$ cat config.mk
export PLATFORM = sky130hd
export DESIGN_NAME = spec_dispatch_staller
export DESIGN_NICKNAME = d
export VERILOG_FILES = /design/src/rtl/spec_dispatch_staller.sv
export SDC_FILE = /design/constraint.sdc
export NUM_CORES = 1
export LEC_CHECK = 0
export ABC_AREA = 1
export CAP_MARGIN = 20
export CORE_AREA = 2 2 39 41
export CTS_CLUSTER_SIZE = 28
export DETAILED_ROUTE_END_ITERATION = 8
export DIE_AREA = 0 0 41 43
export GPL_TIMING_DRIVEN = 1
export SYNTH_ARGS = -nofsm -noshare
export SYNTH_HDL_FRONTEND = slang
export SYNTH_SLANG_ARGS = --single-unit
$ cat constraint.sdc
create_clock -name clk -period 3.52 [get_ports clk]
set_clock_uncertainty 0.05 [all_clocks]
set_input_delay 0.352 -clock clk [delete_from_list [all_inputs] [get_ports clk]]
set_output_delay 0.352 -clock clk [all_outputs]
set_load 0.005 [all_outputs]
$ cat src/rtl/spec_dispatch_staller.sv
// Dispatch gate between the IFQ head and dispatch: tracks up to MAX_BRANCHES
// outstanding speculative branches as a circular tag queue, holds on JALR, flushes on mispredict.
module spec_dispatch_staller #(
  parameter int MAX_BRANCHES    = 2,
  parameter bit BLOCK_ON_BRANCH = 1'b0,
  parameter int TAG_W           = (MAX_BRANCHES > 1) ? $clog2(MAX_BRANCHES) : 1,
  parameter int CNT_W           = $clog2(MAX_BRANCHES + 1)
) (
  input  logic                    clk,
  input  logic                    rst,
  input  logic                    ifq_empty,
  input  logic                    branch,
  input  logic                    jalr,
  input  logic                    branch_solved,
  input  logic                    branch_mispredict,
  input  logic                    jalr_solved,
  output logic                    nstall,
  output logic [TAG_W-1:0]        dispatch_tag,
  output logic [MAX_BRANCHES-1:0] branch_add_reg_en,
  output logic [TAG_W-1:0]        oldest_tag,
  output logic [CNT_W-1:0]        outstanding,
  output logic                    flush,
  output logic [1:0]              state_dbg
);

  // Handshake: the IFQ head is consumed in any cycle where !ifq_empty && nstall;
  // the head is held (not consumed) in every other cycle, with no other qualifier.

  typedef enum logic [1:0] {
    ST_NORMAL    = 2'd0,
    ST_JALR_WAIT = 2'd1,
    ST_FLUSH     = 2'd2
  } state_e;

  localparam logic [TAG_W-1:0] LAST_TAG = TAG_W'(MAX_BRANCHES - 1);
  localparam logic [CNT_W-1:0] FULL_CNT = CNT_W'(MAX_BRANCHES);

  state_e           state_q, state_d;
  logic [TAG_W-1:0] head_q, head_d;
  logic [TAG_W-1:0] tail_q, tail_d;
  logic [CNT_W-1:0] count_q, count_d;

  logic full, busy, br_fire, jalr_fire, solve_ok, mispredict;

  always_comb begin
    full   = (count_q == FULL_CNT);
    busy   = (count_q != '0);
    nstall = !ifq_empty && (state_q == ST_NORMAL) && !(branch && full)
             && !(BLOCK_ON_BRANCH && busy);
    br_fire    = nstall && branch;
    // branch wins when both decode bits are set
    jalr_fire  = nstall && jalr && !branch;
    solve_ok   = branch_solved && busy && (state_q != ST_FLUSH);
    mispredict = solve_ok && branch_mispredict;

    branch_add_reg_en = '0;
    for (int i = 0; i < MAX_BRANCHES; i++) begin
      branch_add_reg_en[i] = br_fire && (tail_q == TAG_W'(i));
    end
  end

  always_comb begin
    state_d = state_q;
    head_d  = head_q;
    tail_d  = tail_q;
    count_d = count_q;

    if (br_fire) begin
      tail_d = (tail_q == LAST_TAG) ? '0 : tail_q + 1'b1;
    end
    if (solve_ok) begin
      head_d = (head_q == LAST_TAG) ? '0 : head_q + 1'b1;
    end
    if (br_fire && !solve_ok) begin
      count_d = count_q + 1'b1;
    end else if (!br_fire && solve_ok) begin
      count_d = count_q - 1'b1;
    end

    case (state_q)
      ST_NORMAL:    if (jalr_fire) state_d = ST_JALR_WAIT;
      ST_JALR_WAIT: if (jalr_solved) state_d = ST_NORMAL;
      ST_FLUSH:     state_d = ST_NORMAL;
      default:      state_d = ST_NORMAL;
    endcase

    // A mispredict squashes everything younger, including this cycle's allocation.
    if (mispredict) begin
      state_d = ST_FLUSH;
      head_d  = '0;
      tail_d  = '0;
      count_d = '0;
    end
  end

  always_ff @(posedge clk or posedge rst) begin
    if (rst) begin
      state_q <= ST_NORMAL;
      head_q  <= '0;
      tail_q  <= '0;
      count_q <= '0;
    end else begin
      state_q <= state_d;
      head_q  <= head_d;
      tail_q  <= tail_d;
      count_q <= count_d;
    end
  end

  assign dispatch_tag = tail_q;
  assign oldest_tag   = head_q;
  assign outstanding  = count_q;
  assign flush        = (state_q == ST_FLUSH);
  assign state_dbg    = state_q;

endmodule

---- Yosys cells after proc, flatten, opt, wreduce, memory -nomap -nowiden ----
Index checks and enable logic that the tools add are counted.
Widths: inputs -> output; s select.
operators by class
  bitwise operators ....................... 1
  eq/ne operators ......................... 6
  add/sub/neg operators ................... 4
  $lt $le $gt $ge ......................... 0
  muxes and demuxes ....................... 13
  shift-type cells ........................ 0
  reduce and logical (&&, ||, !) cells .... 24
  divide/modulo/power cells ............... 0
  multiply operators ...................... 0
operators by type and width
  cell                 number
  $logic_and 1x1->1    13
  $mux 2               6
  $mux 1               6
  $ne 3x3->1 const B   2
  $reduce_bool 2->1    3
  $logic_not 1->1      5
  $eq 2x2->1 const B   2
  $pmux 2 s2           1
  $reduce_bool 3->1    1
  $add 1x1->1 const B  2
  $add 2x1->2 const B  1
  $eq 2x1->1 const B   1
  $logic_not 2->1      1
  $ne 2x2->1 const B   1
  $reduce_and 2->1     1
  $sub 2x1->2 const B  1
  $not 1->1            1
storage, ports and cells
  memory bits (writable) .................. 0
  latch bits .............................. 0
  memory bits (read-only) ................. 0
  input port bits ......................... 8
  flip-flop bits (word level) ............. 6
  memories kept ........................... 0
  word-level logic and storage cells ...... 52
  output and inout port bits .............. 10

---- Depth between registers and ports, before layout ----
Gate-level depths: netlist of the first run.
  depth after elaboration ................. 10
  depth in mapped cells ................... 9
  mapped depth without buffers ............ 9

---- Worst setup path after synthesis of the first run ----
Ideal clock, no wire load.
  path kind ............................... register to output
  from .................................... register state_q[1] (netlist: state_dbg[1])
  to ...................................... output branch_add_reg_en[1]
  slack ................................... 2.255 ns
  data required time ...................... 3.118 ns
  path buffers ............................ 0
  data arrival time ....................... 0.863 ns
  stages on the path, launching flop included .. 4
  cell sequence ........................... dfrtp_1 > nor2_2 > nand4_2 > nor2_1
on the way
  cells in the longest elaborated chain, start to end .. 5
RTL lines
  item                            line  source
  start, declared                 38    state_e state_q, state_d;
  start signal, assigned          103   state_q <= state_d;
  $logic_not 2->1                 48    nstall = !ifq_empty && (state_q == ST_NORMAL) && !(branch && full)
  $logic_and 1x1->1 (2 in a row)  48
  $logic_and 1x1->1               50    br_fire = nstall && branch;
  $logic_and 1x1->1               58    branch_add_reg_en[i] = br_fire && (tail_q == TAG_W'(i));
  end, declared                   19    output logic [MAX_BRANCHES-1:0] branch_add_reg_en,
Every way passes these cells.

---- Worst setup path in the final report of the first run ----
  from .................................... input branch
  to ...................................... output branch_add_reg_en[1]
on the way
  cells in the longest elaborated chain, start to end .. 5
RTL lines
  item                   line  source
  start, declared        12    input logic branch,
  $logic_and 1x1->1      48
  $logic_not 1->1        48
  $logic_and 1x1->1      48
  $logic_and 1x1->1 (*)  50
  $logic_and 1x1->1 (*)  58
Every way passes the cells marked *; elsewhere a longest branch is shown, timed or not.

==> results of run 1 <==
worst min path at each step:
stage	end	startpoint
final	dispatch_tag$_DFFE_PP0P_	rst
after global routing	state_dbg[0]$_DFFE_PP0P_	rst
after CTS	state_dbg[0]$_DFFE_PP0P_	rst
after detailed placement	oldest_tag$_DFFE_PP0P_	oldest_tag$_DFFE_PP0P_
after global placement	oldest_tag$_DFFE_PP0P_	oldest_tag$_DFFE_PP0P_
after floorplan	dispatch_tag$_DFFE_PP0P_	rst
sequential cells by signal, indices dropped and copies added, names as in the netlist:
register and flops:
state_dbg 2, outstanding 2, oldest_tag 1, dispatch_tag 1
logic make-up after synthesis:
group                  share of synthesized area
buffers and inverters                      0.112
flip-flops                                 0.373
AO/OA/AOI/OAI                             0.0559
AND/OR/NAND/NOR                            0.438
XOR/XNOR                                  0.0217
area by class of cell:
cell class,instances,area (sq um),share of cell area
Sequential cell,6,150,0.244
Timing Repair Buffer,17,170,0.276
Clock buffer,3,22.5,0.0366
Tap cell,16,20.0,0.0325
Multi-Input combinational cell,37,208,0.337
Inverter,12,45.0,0.0732
placed cells by master, fill, tap and decap left out, drive strengths merged:
| master | Yosys | routed |
|---|---|---|
| clkdlybuf4s50 | 0 | 17 |
| nand2 | 15 | 15 |
| inv | 12 | 12 |
| nor2 | 10 | 10 |
| dfrtp | 6 | 6 |
| o21ai | 3 | 3 |
| clkbuf | 0 | 3 |
| nand3 | 3 | 3 |
| nand4 | 3 | 3 |
| nor3 | 1 | 1 |
| xnor2 | 1 | 1 |
| o21bai | 1 | 1 |
cell usage after synthesis, types with 2 or more instances:
| master | instances |
|---|---|
| nand4_1 | 2 |
| dfrtp_1 | 6 |
| o21ai_0 | 3 |
| nand2_2 | 3 |
| inv_1 | 12 |
| nand3_1 | 2 |
| nor2_4 | 2 |
| nand2_1 | 11 |
| nor2_1 | 7 |
per-layer routing:
metal	up-vias	wire [microns]	GRT usage
li1	209	-	-
met5	-	0	0
met4	0	0	0.0800
met1	163	397	0.164
met2	14	375	0.178
met3	0	77	0.0262
report_power, final:
group	internal, mW	switching [mW]
clock network	0.0385	0.0234
logic	0.125	0.110
registers	0.0973	0.0281
==> metrics.yaml, run 1 <==
run_status:
  status: "finished clean"
timing:
  hold_violations: 0
  holdWs_ps: 275
  slew_headroom: 0.844
  tightest_slew_ps: 233
  finalCriticalPeriod_ps: 2160
  rsz0062_at_grt: "false"
  setup_tns_ps: 0
  setup_viol: 0
  fin_crit_sh: 0.614
  fmax_mhz: 463
  layout_setup_ws_ps: 1360
  final_max_slew_viol_count: 0
setup_path:
  r2r_slack_ps: 2290
  cp_max_fo: 5
  rr_worst_depth: 6
  r2r_start: "state_dbg[1]$_DFFE_PP0P_"
  crit_path_start: "branch"
  arrival_ps: 1760
  worstPathCellList: "clkdlybuf4s50_1 -> nand4_2 -> nor2_1 -> clkdlybuf4s50_1"
  worstPathRequired_ps: 3120
  crit_cells: 4
  crit_path_end_kind: "output pin"
  cp_common_cell: "clkdlybuf4s50_1"
  endpoint: "branch_add_reg_en[1]"
  path_buf_inv: 2
  slowest_delay_ps: 530
  r2r_end: "outstanding[1]$_DFFE_PP0P_"
  crit_family: "buffers and inverters"
  critPathSlowestCell: "clkdlybuf4s50_1"
  cp-start-kind: "input port"
  worstSetupPathType: "input port to output pin"
routing:
  antenna_left: 0
  via_per_inst: 4.24
  routed_wl_microns: 850
  post_drt_wl_per_cell_microns: 9.34
  firstDrtPassIters: 2
  drc: 0
  dr.first_iter.drc_count: 4
  num_vias: 386
die:
  core_sq_um: 1380
  io_pins: 18
  die-area_sq_um: 1760
  die_y_microns: 43
  die_w_microns: 41
  rows: 14
  start_util: 0.291
clock_network:
  insertion_delay_ps: 240
  cts_max_level: 1
  cts_sinks: 6
  cts-root-buf: "clkbuf_4"
  cts_setup_buffers: 0
  cts_tree: "yes"
  ctsHoldBuffers: 0
  cts_inserted_buffers: 3
  clkTransAtPathRegs_ps: 40
  cts_resized: 0
  cts_buffer_depth: 2
power_and_ir_drop:
  p_leak_nw: 0.323
  power_mw: 0.423
  vdd.ir_drop.worst_mv: 0.335
  power_density_nw_per_um2: 686
final_layout:
  syn_to_final_growth_pct: 52.8
  nFillCells: 157
  fin_util: 0.445
  nNetsFinal: 85
  fin_area_sq_um: 616
  layoutNonFillerInstCount: 91
  drive_gt1_frac: 0.160
  antenna_cells: 0
synthesis:
  seq_area_frac_synth: 0.373
  synth_edf_count: 0
  ys_warn_count: 0
  syn_area_per_cell_sq_um: 7.33
  ys.flop_type: "dfrtp_1"
  netlist.area_leader.share: 0.373
  synth_cell_types: 16
  async_flop_share: 1.00
  synth_nets: 63
  synthTopCellsByArea: "dfrtp_1, inv_1, nand2_1"
  yosysTopAreaCell: "dfrtp_1"
  synth_area_sq_um: 403
  synth_seq_cells: 6
  netlist_instances: 55
placed_design:
  place.gp.congestion: 0.667
  placed_cell_area_sq_um: 593
  portBuffers: 17
  dp_hpwl_microns: 680
  pre_cts_ws_ps: 1370
  dp_cells: 88
flow_run:
  cap_viol_max_count: 0
global_route:
  grt_pass1_wl_microns: 1510
  grt_max_degree: 9
  grt_usage: 0.125
  grt_antenna_before_repair: 0
  grt-ovfl-total: 0
  grt_pass1_vias: 374
min_path:
  hold_class: "input port to asynchronous set/reset pin"
Power figures use the tool's default switching activity.
==> inputs of run 2 (changes only) <==
==> constraint.sdc (replaced) <==
create_clock -name clk -period 1.86 [get_ports clk]
set_clock_uncertainty 0.05 [all_clocks]
set_input_delay 0.186 -clock clk [delete_from_list [all_inputs] [get_ports clk]]
set_output_delay 0.186 -clock clk [all_outputs]
set_load 0.005 [all_outputs]
==> run 2 against run 1 <==
Net effect:
- flip-flop and latch count unchanged
- register-to-register slack got worse by 1800 ps
- clock power increased by 87%
- die area unchanged
==> metrics.yaml, run 2 (synthesis gave the netlist of run 1 again) <==
power_and_ir_drop:
  power_mw: 0.832
  vdd.ir_drop.worst_mv: 0.595
  p_leak_nw: 0.331
  power_density_nw_per_um2: 1300
die:
  die_y_microns: 43
  rows: 14
  io_pins: 18
  start_util: 0.291
  die_w_microns: 41
  die-area_sq_um: 1760
  core_sq_um: 1380
setup_path:
  worstSetupPathType: "register to output pin"
  worstPathCellList: "nor2_4 -> nand4_2 -> nor2_2 -> clkdlybuf4s50_1"
  arrival_ps: 1560
  r2r_start: "outstanding[0]$_DFFE_PP0P_"
  worstPathRequired_ps: 1620
  crit_path_start: "state_dbg[1]$_DFFE_PP0P_"
  cp-start-kind: "register"
  critPathSlowestCell: "clkdlybuf4s50_1"
  crit_path_end_kind: "output pin"
  slowest_delay_ps: 510
  r2r_slack_ps: 540
  cp_max_fo: 4
timing:
  setup_tns_ps: 0
  slew_headroom: 0.842
  tightest_slew_ps: 236
  hold_violations: 0
  final_max_slew_viol_count: 0
  fin_crit_sh: 0.964
  setup_viol: 0
  rsz0062_at_grt: "false"
  fmax_mhz: 558
  finalCriticalPeriod_ps: 1790
clock_network:
  cts_inserted_buffers: 3
  ctsHoldBuffers: 0
  cts_tree: "yes"
  cts-root-buf: "clkbuf_4"
  insertion_delay_ps: 240
  cts_max_level: 1
  clkTransAtPathRegs_ps: 40
  cts_sinks: 6
  cts_buffer_depth: 2
min_path:
  hold_class: "input port to asynchronous set/reset pin"
routing:
  dr.first_iter.drc_count: 6
  antenna_left: 0
  num_vias: 391
  via_per_inst: 4.20
  post_drt_wl_per_cell_microns: 9.28
  routed_wl_microns: 863
  drc: 0
  firstDrtPassIters: 3
final_layout:
  layout_commonest_cell: "clkdlybuf4s50_1"
  fin_util: 0.463
  antenna_cells: 0
  ff_latch_area_sq_um: 153
  multi_input_area_sq_um: 215
  nFillCells: 144
  syn_to_final_growth_pct: 59.0
  final_cell_mix: "clkdlybuf4s50_1, inv_1, nand2_1, nor2_1, dfrtp_1"
  drive_gt1_frac: 0.221
  nNetsFinal: 87
global_route:
  grt-ovfl-total: 0
  grt_usage: 0.117
  grt_pass1_wl_microns: 1380
  grt_max_degree: 9
  grt_pass1_vias: 357
  grt_antenna_before_repair: 0
flow_run:
  cap_viol_max_count: 0
placed_design:
  dp_hpwl_microns: 691
  place.gp.congestion: 0.657
  portBuffers: 17
run_status:
  status: "finished clean"
run 2: cell count changes in the layout (fill, tap and decap cells not counted):
cell	before	now
buf_4	0	2
dfrtp_1	6	4
dfrtp_2	0	2
nor2_1	7	6
nor2_4	2	3
run 2: critical path: cells and delay by family, from the launching register on:
family | cells | cell delay (ps)
buffers and inverters | 1 | 510
DFF | 1 | 440
and+or+nand+nor | 3 | 360
run 2: worst paths after layout:
check                                             end  cells past startpoint
setup / recovery                 branch_add_reg_en[1]                      4
hold / removal               state_dbg[0]$_DFFE_PP0P_                      2
setup reg to reg           outstanding[0]$_DFFE_PP0P_                      7
hold reg to reg                oldest_tag$_DFFE_PP0P_                      2
max in group asynchronous  outstanding[0]$_DFFE_PP0P_                      2
min in group clk               oldest_tag$_DFFE_PP0P_                      2
run 2: report_power, final:
part / leakage (nW) / internal (mW) / switching (mW)
clock network: 0.0138 / 0.0727 / 0.0433
registers: 0.0720 / 0.187 / 0.0526
logic: 0.245 / 0.257 / 0.219
run 2: per-stage QoR:
step           setup slack, ps  hold slack [ps]  instance area [sq um]  instances
6_report                  67.8              111                    641         93
5_1_grt                   2.39              135                    641         93
4_1_cts                   4.54              114                    623         92
3_5_place_dp              98.4              376                    601         89
3_3_place_gp               107              366                    601         89
2_1_floorplan              705            -73.0                    403         55
run 2: area by class of cell:
type                            instances  area share
Inverter                               12      0.0703
Tap cell                               16      0.0313
Multi-Input combinational cell         37       0.336
Sequential cell                         6       0.238
Clock buffer                            3      0.0352
Timing Repair Buffer                   19       0.289
run 2: routing by layer:
metal  up-vias  track usage  part of all wire
li1        214            -                 -
met1       163        0.144              0.48
met2        14        0.175              0.44
met3         0       0.0209             0.078
met4         0       0.0800                 0
met5         -            0                 0
run 2: timing repair:
item	CTS	global route
setup buffers	0	1
endpoints found under the hold margin	0	0
resized for setup	0	4
setup endpoints to repair	0	3
==> inputs of run 3 (changes only) <==
--- a/config.mk
+++ b/config.mk
@@ -8,6 +8,7 @@
 export ABC_AREA = 1
 export CAP_MARGIN = 20
 export CORE_AREA = 2 2 39 41
+export CTS_BUF_LIST = sky130_fd_sc_hd__clkbuf_8 sky130_fd_sc_hd__clkbuf_16
 export CTS_CLUSTER_SIZE = 28
 export DETAILED_ROUTE_END_ITERATION = 8
 export DIE_AREA = 0 0 41 43
==> run 3 against run 2 <==
Net effect:
- first-iteration DRC count is 67% lower
- global-route usage is 0.20 points higher
- largest cell class unchanged
- worst hold slack better by 24 ps
- maximum frequency is 0.77% higher
- utilization is 0.45 points higher
- critical path type unchanged
- sequential share of layout area is 0.23 points lower
- cell area is 0.98% higher
- register-to-register slack better by 30 ps
- worst setup slack better by 14 ps
- routed wire length is 1.2% higher
==> metrics.yaml, run 3 (synthesis gave the netlist of run 1 again) <==
global_route:
  grt_pass1_wl_microns: 1410
  grt_usage: 0.119
  grt-ovfl-total: 0
  grt_antenna_before_repair: 0
  grt_max_degree: 9
  grt_pass1_vias: 359
final_layout:
  nNetsFinal: 86
  multi_input_area_sq_um: 210
  drive_gt1_frac: 0.211
  fin_util: 0.467
  layoutNonFillerInstCount: 92
  antenna_cells: 0
  nFillCells: 146
  layout_commonest_cell: "clkdlybuf4s50_1"
  final_cell_mix: "clkdlybuf4s50_1, inv_1, nand2_1, nor2_1, dfrtp_1"
  syn_to_final_growth_pct: 60.6
  ff_latch_area_sq_um: 153
  fin_area_sq_um: 647
placed_design:
  dp_hpwl_microns: 691
  dp_cells: 89
  portBuffers: 17
  pre_cts_ws_ps: 98.4
  place.gp.congestion: 0.657
  placed_cell_area_sq_um: 601
setup_path:
  crit_path_end_kind: "output pin"
  worstPathRequired_ps: 1620
  rr_worst_depth: 7
  r2r_start: "state_dbg[1]$_DFFE_PP0P_"
  r2r_end: "outstanding[0]$_DFFE_PP0P_"
  r2r_slack_ps: 570
  cp_max_fo: 4
  cp-start-kind: "register"
  arrival_ps: 1540
  worstSetupPathType: "register to output pin"
timing:
  layout_setup_ws_ps: 81.5
  setup_tns_ps: 0
  final_max_slew_viol_count: 0
  rsz0062_at_grt: "false"
  finalCriticalPeriod_ps: 1780
  slew_headroom: 0.844
  setup_viol: 0
  hold_violations: 0
  tightest_slew_ps: 234
  holdWs_ps: 135
  fmax_mhz: 562
  fin_crit_sh: 0.956
routing:
  drc: 0
  firstDrtPassIters: 4
  via_per_inst: 4.35
  dr.first_iter.drc_count: 2
  dr.max_layer_used: "met3"
  num_vias: 400
  post_drt_wl_per_cell_microns: 9.49
  routed_wl_microns: 873
  wl_met1_microns: 400
  wl_met2_microns: 408
  antenna_left: 0
  met3_wirelength_microns: 64
power_and_ir_drop:
  vdd.ir_drop.worst_mv: 0.642
  p_leak_nw: 0.332
  power_mw: 0.886
  power_density_nw_per_um2: 1370
die:
  die_w_microns: 41
  die-area_sq_um: 1760
  die_y_microns: 43
  io_pins: 18
  core_sq_um: 1380
  rows: 14
  start_util: 0.291
run_status:
  status: "finished clean"
clock_network:
  cts-root-buf: "clkbuf_8"
  cts_max_level: 1
  cts_tree: "yes"
  clkTransAtPathRegs_ps: 30
  cts_inserted_buffers: 3
  cts_buffer_depth: 2
  cts_sinks: 6
  insertion_delay_ps: 220
flow_run:
  cap_viol_max_count: 0
min_path:
  hold_class: "input port to asynchronous set/reset pin"
run 3: cell types whose count changed in the layout (fill, tap and decap cells not counted), sizes merged:
cell and delta:
buf -1
run 3: where the power goes:
part / leakage, nW / internal [mW] / switching [mW]
combinational: 0.238 / 0.242 / 0.212
clock: 0.0216 / 0.139 / 0.0506
sequential: 0.0720 / 0.187 / 0.0545
run 3: layout make-up:
cell class / instances / share of cell area
Sequential cell: 6 / 0.236
Timing Repair Buffer: 18 / 0.275
Inverter: 12 / 0.0696
Multi-Input combinational cell: 37 / 0.325
Tap cell: 16 / 0.0309
Clock buffer: 3 / 0.0638
run 3: worst max-delay path by stage:
stage / end / startpoint / slack (ps) / cells past startpoint
5_1_grt: branch_add_reg_en[1] / state_dbg[1]$_DFFE_PP0P_ / 20 / 4
2_1_floorplan: outstanding[0]$_DFFE_PP0P_ / outstanding[0]$_DFFE_PP0P_ / 700 / 8
4_1_cts: branch_add_reg_en[1] / state_dbg[1]$_DFFE_PP0P_ / 30 / 4
3_5_place_dp: branch_add_reg_en[1] / branch / 100 / 4
6_report: branch_add_reg_en[1] / state_dbg[1]$_DFFE_PP0P_ / 80 / 4
3_3_place_gp: branch_add_reg_en[1] / branch / 110 / 4
run 3: timing repair:
action / in CTS / in global routing
buffers inserted: 0 / 0
hold endpoints to repair: 0 / 0
hold buffers: 0 / 0
setup endpoints to repair: 0 / 2
gates resized for setup: 0 / 3
run 3: worst max-delay path: stages (launching register included):
cell and delay (ps):
dfrtp_2 420, nor2_2 140, nand4_2 120, nor2_2 120
clkdlybuf4s50_1 510
run 3: routing by layer:
| layer | global-route usage | vias up |
|---|---|---|
| li1 | - | 213 |
| met1 | 0.148 | 173 |
| met2 | 0.178 | 14 |
| met3 | 0.0209 | 0 |
| met4 | 0.0800 | 0 |
| met5 | 0 | - |
